--- config.mk ---
export PLATFORM = sky130hd
export DESIGN_NAME = sonar_capture_ctrl_flat
export DESIGN_NICKNAME = d
export VERILOG_FILES = /design/src/rtl/sonar_capture_ctrl_if.sv /design/src/rtl/sonar_capture_ctrl.sv /design/src/flat_wrapper.sv
export SDC_FILE = /design/constraint.sdc
export NUM_CORES = 1
export LEC_CHECK = 0
export CORE_MARGIN = 1.5
export CORE_UTILIZATION = 42
export DETAILED_ROUTE_END_ITERATION = 16
export PLACE_DENSITY = 0.72
export SYNTH_ARGS = -nofsm -noshare
export SYNTH_HDL_FRONTEND = slang
export SYNTH_SLANG_ARGS = --single-unit
--- constraint.sdc ---
create_clock -name clk -period 4.6 [get_ports clk]
set_clock_uncertainty 0.05 [all_clocks]
set_input_delay 0.46 -clock clk [delete_from_list [all_inputs] [get_ports clk]]
set_output_delay 0.46 -clock clk [all_outputs]
set_load 0.005 [all_outputs]
--- src/rtl/sonar_capture_ctrl_if.sv ---
// Handshake bundle between the SONAR capture sequencer, the top-level control
// logic and the counter/ADC datapath. The sequencer takes the master view.
interface sonar_capture_ctrl_if;
    logic       start;
    logic       abort;
    logic [5:0] cfg_div;
    logic [5:0] cnt_q;
    logic       cnt_resetn;
    logic       cnt_enable;
    logic       adc_convst;
    logic       adc_ack;
    logic [1:0] ch_sel;
    logic       sample_valid;
    logic       busy;
    logic       done;
    logic       err;

    modport master (
        input  start, abort, cfg_div, cnt_q, adc_ack,
        output cnt_resetn, cnt_enable, adc_convst, ch_sel, sample_valid, busy, done, err
    );

    modport slave (
        output start, abort, cfg_div, cnt_q, adc_ack,
        input  cnt_resetn, cnt_enable, adc_convst, ch_sel, sample_valid, busy, done, err
    );
endinterface

--- src/rtl/sonar_capture_ctrl.sv ---
// SONAR capture sequencer: runs NUM_CH x BURST_LEN timed ADC conversions,
// stepping round-robin over the hydrophone channels.
// Optional ADC-acknowledge watchdog enabled by defining SONAR_CAPTURE_TIMEOUT_EN.
module sonar_capture_ctrl #(
    parameter int unsigned NUM_CH      = 4,
    parameter int unsigned BURST_LEN   = 16,
    parameter int unsigned TIMEOUT_CYC = 200
) (
    input logic                  clk,
    input logic                  resetn,
    sonar_capture_ctrl_if.master bus
);
    typedef enum logic [2:0] {
        StIdle, StClear, StCount, StConvert, StWaitAck, StDone
    } state_t;

    localparam logic [1:0] LastCh    = 2'(NUM_CH - 1);
    localparam logic [7:0] LastRound = 8'(BURST_LEN - 1);

    if (NUM_CH < 1 || NUM_CH > 4) begin : g_bad_num_ch
        $error("NUM_CH out of range 1..4");
    end
    if (BURST_LEN < 1 || BURST_LEN > 256) begin : g_bad_burst_len
        $error("BURST_LEN out of range 1..256");
    end
    if (TIMEOUT_CYC < 1 || TIMEOUT_CYC > 255) begin : g_bad_timeout
        $error("TIMEOUT_CYC out of range 1..255");
    end

    state_t     state_q;
    logic [5:0] div_q;
    logic [1:0] ch_q;
    logic [7:0] round_q;
    logic       cnt_resetn_q;
    logic       adc_convst_q;
    logic       busy_q;
    logic       done_q;

    logic abort_now;
    logic ack_take;
    logic timeout;
    logic advance;
    logic last_sample;

`ifdef SONAR_CAPTURE_TIMEOUT_EN
    localparam logic [7:0] WdogLast = 8'(TIMEOUT_CYC - 1);
    logic [7:0] wdog_q;
    logic       err_q;
    assign timeout = (state_q == StWaitAck) && !bus.adc_ack && (wdog_q == WdogLast);
    assign bus.err = err_q;
`else
    assign timeout = 1'b0;
    assign bus.err = 1'b0;
`endif

    assign abort_now   = bus.abort && (state_q != StIdle);
    assign ack_take    = (state_q == StWaitAck) && bus.adc_ack;
    assign advance     = ack_take || timeout;
    assign last_sample = (ch_q == LastCh) && (round_q == LastRound);

    // Sequencer state, channel/round bookkeeping and registered strobes
    always_ff @(posedge clk) begin
        if (!resetn) begin
            state_q      <= StIdle;
            div_q        <= 6'd0;
            ch_q         <= 2'd0;
            round_q      <= 8'd0;
            cnt_resetn_q <= 1'b0;
            adc_convst_q <= 1'b0;
            busy_q       <= 1'b0;
            done_q       <= 1'b0;
`ifdef SONAR_CAPTURE_TIMEOUT_EN
            wdog_q       <= 8'd0;
            err_q        <= 1'b0;
`endif
        end else begin
            adc_convst_q <= 1'b0;
            done_q       <= 1'b0;
            cnt_resetn_q <= 1'b1;
            if (abort_now) begin
                state_q <= StIdle;
                busy_q  <= 1'b0;
            end else begin
                case (state_q)
                    StIdle: begin
                        if (bus.start) begin
                            div_q        <= bus.cfg_div;
                            ch_q         <= 2'd0;
                            round_q      <= 8'd0;
                            cnt_resetn_q <= 1'b0;
                            busy_q       <= 1'b1;
                            state_q      <= StClear;
`ifdef SONAR_CAPTURE_TIMEOUT_EN
                            err_q        <= 1'b0;
`endif
                        end
                    end
                    StClear: state_q <= StCount;
                    StCount: begin
                        if (bus.cnt_q == div_q) begin
                            adc_convst_q <= 1'b1;
                            state_q      <= StConvert;
                        end
                    end
                    StConvert: begin
                        state_q <= StWaitAck;
`ifdef SONAR_CAPTURE_TIMEOUT_EN
                        wdog_q  <= 8'd0;
`endif
                    end
                    StWaitAck: begin
`ifdef SONAR_CAPTURE_TIMEOUT_EN
                        if (timeout) begin
                            err_q <= 1'b1;
                        end else if (!advance) begin
                            wdog_q <= wdog_q + 8'd1;
                        end
`endif
                        if (advance) begin
                            if (ch_q == LastCh) begin
                                ch_q    <= 2'd0;
                                round_q <= round_q + 8'd1;
                            end else begin
                                ch_q <= ch_q + 2'd1;
                            end
                            if (last_sample) begin
                                done_q  <= 1'b1;
                                state_q <= StDone;
                            end else begin
                                cnt_resetn_q <= 1'b0;
                                state_q      <= StClear;
                            end
                        end
                    end
                    StDone: begin
                        ch_q    <= 2'd0;
                        busy_q  <= 1'b0;
                        state_q <= StIdle;
                    end
                    default: state_q <= StIdle;
                endcase
            end
        end
    end

    // Abort clears the counter in the same cycle it is seen
    assign bus.cnt_resetn   = cnt_resetn_q && !abort_now;
    assign bus.cnt_enable   = (state_q == StCount) && (bus.cnt_q != div_q);
    assign bus.adc_convst   = adc_convst_q;
    assign bus.ch_sel       = ch_q;
    assign bus.sample_valid = ack_take && !abort_now;
    assign bus.busy         = busy_q;
    assign bus.done         = done_q;
endmodule

--- src/flat_wrapper.sv ---
// flat-port wrapper written by rule: the top's interface ports become plain ports
module sonar_capture_ctrl_flat 
#(
    parameter int unsigned NUM_CH      = 4,
    parameter int unsigned BURST_LEN   = 16,
    parameter int unsigned TIMEOUT_CYC = 200
)
  (clk, resetn, bus_start, bus_abort, bus_cfg_div, bus_cnt_q, bus_adc_ack, bus_cnt_resetn, bus_cnt_enable, bus_adc_convst, bus_ch_sel, bus_sample_valid, bus_busy, bus_done, bus_err);
  sonar_capture_ctrl_if bus_i ();
  input logic clk;
  input logic resetn;
  input wire logic [$bits(bus_i.start)-1:0] bus_start;
  input wire logic [$bits(bus_i.abort)-1:0] bus_abort;
  input wire logic [$bits(bus_i.cfg_div)-1:0] bus_cfg_div;
  input wire logic [$bits(bus_i.cnt_q)-1:0] bus_cnt_q;
  input wire logic [$bits(bus_i.adc_ack)-1:0] bus_adc_ack;
  output wire logic [$bits(bus_i.cnt_resetn)-1:0] bus_cnt_resetn;
  output wire logic [$bits(bus_i.cnt_enable)-1:0] bus_cnt_enable;
  output wire logic [$bits(bus_i.adc_convst)-1:0] bus_adc_convst;
  output wire logic [$bits(bus_i.ch_sel)-1:0] bus_ch_sel;
  output wire logic [$bits(bus_i.sample_valid)-1:0] bus_sample_valid;
  output wire logic [$bits(bus_i.busy)-1:0] bus_busy;
  output wire logic [$bits(bus_i.done)-1:0] bus_done;
  output wire logic [$bits(bus_i.err)-1:0] bus_err;
  assign bus_i.start = bus_start;
  assign bus_i.abort = bus_abort;
  assign bus_i.cfg_div = bus_cfg_div;
  assign bus_i.cnt_q = bus_cnt_q;
  assign bus_i.adc_ack = bus_adc_ack;
  assign bus_cnt_resetn = bus_i.cnt_resetn;
  assign bus_cnt_enable = bus_i.cnt_enable;
  assign bus_adc_convst = bus_i.adc_convst;
  assign bus_ch_sel = bus_i.ch_sel;
  assign bus_sample_valid = bus_i.sample_valid;
  assign bus_busy = bus_i.busy;
  assign bus_done = bus_i.done;
  assign bus_err = bus_i.err;
  sonar_capture_ctrl #(.NUM_CH(NUM_CH), .BURST_LEN(BURST_LEN), .TIMEOUT_CYC(TIMEOUT_CYC)) u_core (.clk(clk), .resetn(resetn), .bus(bus_i));
endmodule
Word level (Yosys, flattened, before mapping)
Index checks and enable logic that the tools add are counted.
Word-level totals
  input bits: 17
  bits in registers: 23
  output and inout bits: 9
Cells by class
  equality and inequality tests: 13
  reduce and logical (&&, ||, !) cells: 20
  add/subtract/negate cells: 2
  bitwise operators: 5
  muxes and demuxes: 21
Operators with widths (number)
  $mux W8: 3
  $pmux W8 S2: 1
  $pmux W3 S5: 1
  $mux W3: 4
  $add A8 B1 Y8 const B: 1
  $eq A8 B4 Y1 const B: 1
  $eq A3 B2 Y1 const B: 2
  $eq A3 B3 Y1 const B: 2
  $eq A6 B6 Y1: 1
  $logic_and A1 B1 Y1: 6
  $mux W1: 6
  $mux W2: 3
  $ne A6 B6 Y1: 1
  $pmux W2 S3: 1
  $reduce_and A3 Y1: 2
  $reduce_bool A3 Y1: 2
  $not A1 Y1: 5
  $reduce_and A5 Y1: 1
  $ne A2 B1 Y1 const B: 2
  $ne A2 B2 Y1 const B: 2
  $pmux W1 S2: 2
  $reduce_and A4 Y1: 1
  $reduce_bool A2 Y1: 2
  $reduce_or A4 Y1: 1
  other kinds (8): 8

Depth between registers and ports, before layout
  depth in word-level cells: 6
  gate-level depth with buffers: 7
  depth with buffers taken out: 5

Worst setup path after synthesis
Ideal clock, no wire load.
  kind: flip-flop to flip-flop
  start: register u_core.state_q[0]
  end: register u_core.round_q[5]
  cell stages (with the launch flop): 7
  path slack: 2967 ps
  data required time: 4480 ps
  data arrival time: 1513 ps
  clock period less this slack: 1633 ps
  path through: dfxtp_1 > buf_6 > nor4b_4 > buf_6 > a31oi_4 > or4_1 > a21oi_1
On the way
  longest elaborated chain between the ends: 4
Ends and longest elaborated chain
  start, declared: line sonar_capture_ctrl.sv:30  | state_t state_q;
  start signal, assigned: line sonar_capture_ctrl.sv:64  | state_q <= StIdle;
  start signal, assigned: line sonar_capture_ctrl.sv:81  | state_q <= StIdle;
  start signal, assigned: line sonar_capture_ctrl.sv:92  | state_q <= StClear;
  $eq A3 B3 Y1 or $reduce_bool A3 Y1 (tied branches): line sonar_capture_ctrl.sv:57, sonar_capture_ctrl.sv:84, sonar_capture_ctrl.sv:56
  $logic_and A1 B1 Y1, on equally long branches: line sonar_capture_ctrl.sv:57, sonar_capture_ctrl.sv:56
  $ne A2 B1 Y1 (no source line) or $not A1 Y1 (tied branches)
  $reduce_and A5 Y1 (no source line)
  end signal, assigned: line sonar_capture_ctrl.sv:122  | round_q <= round_q + 8'd1;
  end, declared: line sonar_capture_ctrl.sv:33  | logic [7:0] round_q;
Several ways; a longest one is shown, not always the timed one.
A chain may end at the register's enable or synchronous reset.

Worst setup path in the final report
  start: input port bus_adc_ack
  end: output port bus_sample_valid
On the way
  longest elaborated chain between the ends: 2
Ends and longest elaborated chain
  start, declared: line flat_wrapper.sv:16  | input wire logic [$bits(bus_i.adc_ack)-1:0] bus_adc_ack;
  $logic_and A1 B1 Y1: line sonar_capture_ctrl.sv:57  | assign ack_take = (state_q == StWaitAck) && bus.adc_ack;
  $logic_and A1 B1 Y1: line sonar_capture_ctrl.sv:151  | assign bus.sample_valid = ack_take && !abort_now;
  end, declared: line flat_wrapper.sv:21  | output wire logic [$bits(bus_i.sample_valid)-1:0] bus_sample_valid;
Every way passes these cells.

==> out/results.md <==
- path class of the lowest-slack min-delay path: reg -> reg
- worst slew pin tran: 0.703 ns
- post-DR vias/cell: 5.51
- Buffers on Ports: 24
- floorplan die width: 56.5 um
- delay of the slowest cell on the worst path: 0.55 ns
- most frequent cells in the layout: clkdlybuf4s50_1, dfxtp_1, nand2_1, nor2_1, a21oi_1
- biggest area contributors in the synthesized netlist: dfxtp_1, mux2i_1, xor2_1
- pin count of the biggest net entering global routing: 15
- clock transition at the registers of the reported paths: 0.12 ns
- height of the die: 56.5 um
- GRT Resource Usage Total: 16.3%
- Max-Cap Viols: 0
- Avg WL per Cell: 13.1 um
- quantity of gates resized following cts: 0
- WP data arrival: 2.02 ns
- Avg Cell Area, Syn: 8.95 sq um
- DRT Wirelength: 2420 um
- YS warnings: 0
- area share of the leading cell type in the synthesized netlist: 38.4%
- hpwl dp: 1850 um
- achievable frequency: 396 MHz
- category of the most critical setup path: in -> out
- DR pass1 iterations: 5
- number of antenna violations at the first check in global routing: 0
- number of global-route vias before repair: 970
- Synth area leader: dfxtp_1
- antenna violation net count after detailed routing: 0
- post-CTS setup buffers: 0
- vias after detailed routing: 1,020
- kind of cell adding the most delay to the critical path: buffers and inverters
- outcome: completed
- cts bufs inserted: 3
- ordered cell list for the critical path: clkdlybuf4s50_1 -> and3b_1 -> and2_1 -> clkdlybuf4s50_1
- Fillers: 239
- commonest non-fill, non-tap cell in the layout: clkdlybuf4s50_1
- clock sink count: 23
- Required @ worst endpoint: 4.09 ns
- core outline area: 0.00273 sq mm
- layout overhead on the synthesized area: 20.6%
- number of placement rows: 19
- worst-path fanout max: 5
- sequential share of the synthesized area: 38.4%
- LEAKAGE: 0.000528 uW
- final critical delay including setup and external delays: 2.53 ns
- routability cong.: 0.788
- clock tree from TritonCTS: yes
- number of pins exceeding their max-slew limit in the final report: 0
- H-tree depth reported by CTS: 1
- Worst path slowest cell: clkdlybuf4s50_1
- worst slew slack as a fraction of its limit: 53.0%
- ratio of total power to cell area: 401 mW/mm^2
- Die Area: 0.00319 sq mm
- library cells used by synthesis: 42
- Clk Tree Root Cell: clkbuf_4
- number of DRC violations after detailed-routing iteration 0: 30
- Cell Area, Synth: 0.00120 sq mm
- initial core utilization: 43.9%
- Sum Neg Setup Slack: 0 ns
- Max VDD drop: 0.000298 V
- number of buffers inserted by hold repair at cts: 0
- setup repair after global routing missed its margin: false
- Mapped Nets: 153
- I/O pin count: 26
- cell with the most instances on the worst path: clkdlybuf4s50_1
- Worst Path Buf+Inv: 2
- maximum buffer depth of the clock tree: 2
- Post-Syn Instances: 134
- clock latency at the later pin of the worst-skew pair: 0.31 ns
- #FFs+latches synth: 23
- overall power of the completed layout: 580 uW
- number of hold-slack violations in the final timing report: 0
- kind of start point of the critical path: input pin
- Final Net Count: 174
- count of inserted antenna diode cells: 0
- ratio of cells with drive above 1 in the final layout: 4.55%
- remaining routing DRC violations: 0
- endpoint class of the critical path: output pin
- first-pass GRT wire length: 4170 um
- Setup Viol. Count Final: 0
- overall overflow remaining after global route: 0
- Tcrit/Tclk final: 54.9%
## power by group
group	total (uW)	internal (uW)	switching (uW)
clock	94.1	33.9	60.2
sequential	273	229	43.6
combinational	213	107	106
total	580	370	210
## tightest hold or removal path: cells and delay by family, from the launching register on
family | cells | cell delay (ns)
flip-flops | 1 | 0.35
AO/OA/AOI/OAI | 2 | 0.13
## layer usage
layer / part of all wire [%] / GRT usage (%) / wire, um
met5: 0 / 0 / 0
met4: 0.91 / 6.80 / 22
met3: 6.9 / 4.38 / 166
met2: 48 / 27.2 / 1150
met1: 45 / 19.6 / 1080
## registers in the layout (all words and copies together) (netlist names)
signal / count
u_core.state_q: 3
u_core.bus.busy: 1
u_core.cnt_resetn_q: 1
u_core.round_q: 8
u_core.bus.ch_sel: 2
u_core.bus.done: 1
u_core.bus.adc_convst: 1
u_core.div_q: 6
## layout make-up
| type | instances | area [sq um] | area share (%) |
|---|---|---|---|
| clock buffers | 4 | 26.3 | 1.82 |
| flip-flops and latches | 23 | 460 | 31.8 |
| multi-input cells | 100 | 671 | 46.3 |
| well taps | 31 | 38.8 | 2.68 |
| inverters | 3 | 11.3 | 0.778 |
| repair buffers | 24 | 240 | 16.6 |
## logic make-up (layout without fill, tap and decap cells)
| kind of cell | count (synthesis) | in the layout | synth area share, % |
|---|---|---|---|
| mux | 7 | 7 | 5.84 |
| flops | 23 | 23 | 38.4 |
| fa+ha+maj | 2 | 2 | 2.09 |
| buf+inv | 11 | 31 | 5.73 |
| other cells | 1 | 1 | 0.313 |
| xor+xnor | 8 | 8 | 5.84 |
| simple gates | 55 | 55 | 26.3 |
| compound gates | 27 | 27 | 15.5 |
## metrics by stage
| step | setup WS, ns | hold WS [ns] | utilization (%) | std cells | instance area (sq um) |
|---|---|---|---|---|---|
| CTS | 2.07 | 0.457 | 53.0 | 185 | 1450 |
| floorplan | 2.97 | 0.402 | - | 134 | 1200 |
| detailed placement | 2.02 | 0.437 | 52.0 | 181 | 1420 |
| global route | 1.95 | 0.486 | 53.0 | 185 | 1450 |
| finish | 2.07 | 0.464 | 53.0 | 185 | 1450 |
| global placement | 2.07 | 0.425 | 52.0 | 181 | 1420 |
## final timing paths
check                          from           endpoint  slack (ns)  cells after the start
setup / recovery        bus_adc_ack   bus_sample_valid        2.07                      4
hold / removal    u_core.round_q[7]  u_core.round_q[7]        0.46                      2
setup reg to reg  u_core.state_q[2]  u_core.round_q[7]        2.45                      4
hold reg to reg   u_core.round_q[7]  u_core.round_q[7]        0.46                      2
## cell usage after synthesis, drive strengths merged
library cell and count:
dfxtp 23, nand2 12, nor2 9, a21oi 8, mux2i 7, nor2b 7, xor2 7, buf 5
nand3 5, o21ai 5, o31ai 4, or3 4, and2 3, clkbuf 3, inv 3, nor3 3
a31oi 2, ha 2, nand4 2, or4 2, a2111oi 1, a2bb2oi 1, and3b 1, and4 1
conb 1, nand2b 1, nand3b 1, nor4b 1, nor4bb 1, o211ai 1, o21a 1, o21bai 1
o22ai 1, o31a 1, o32ai 1, or2 1, or2b 1, xnor2 1
No activity file was read; power rests on OpenSTA's default activity.
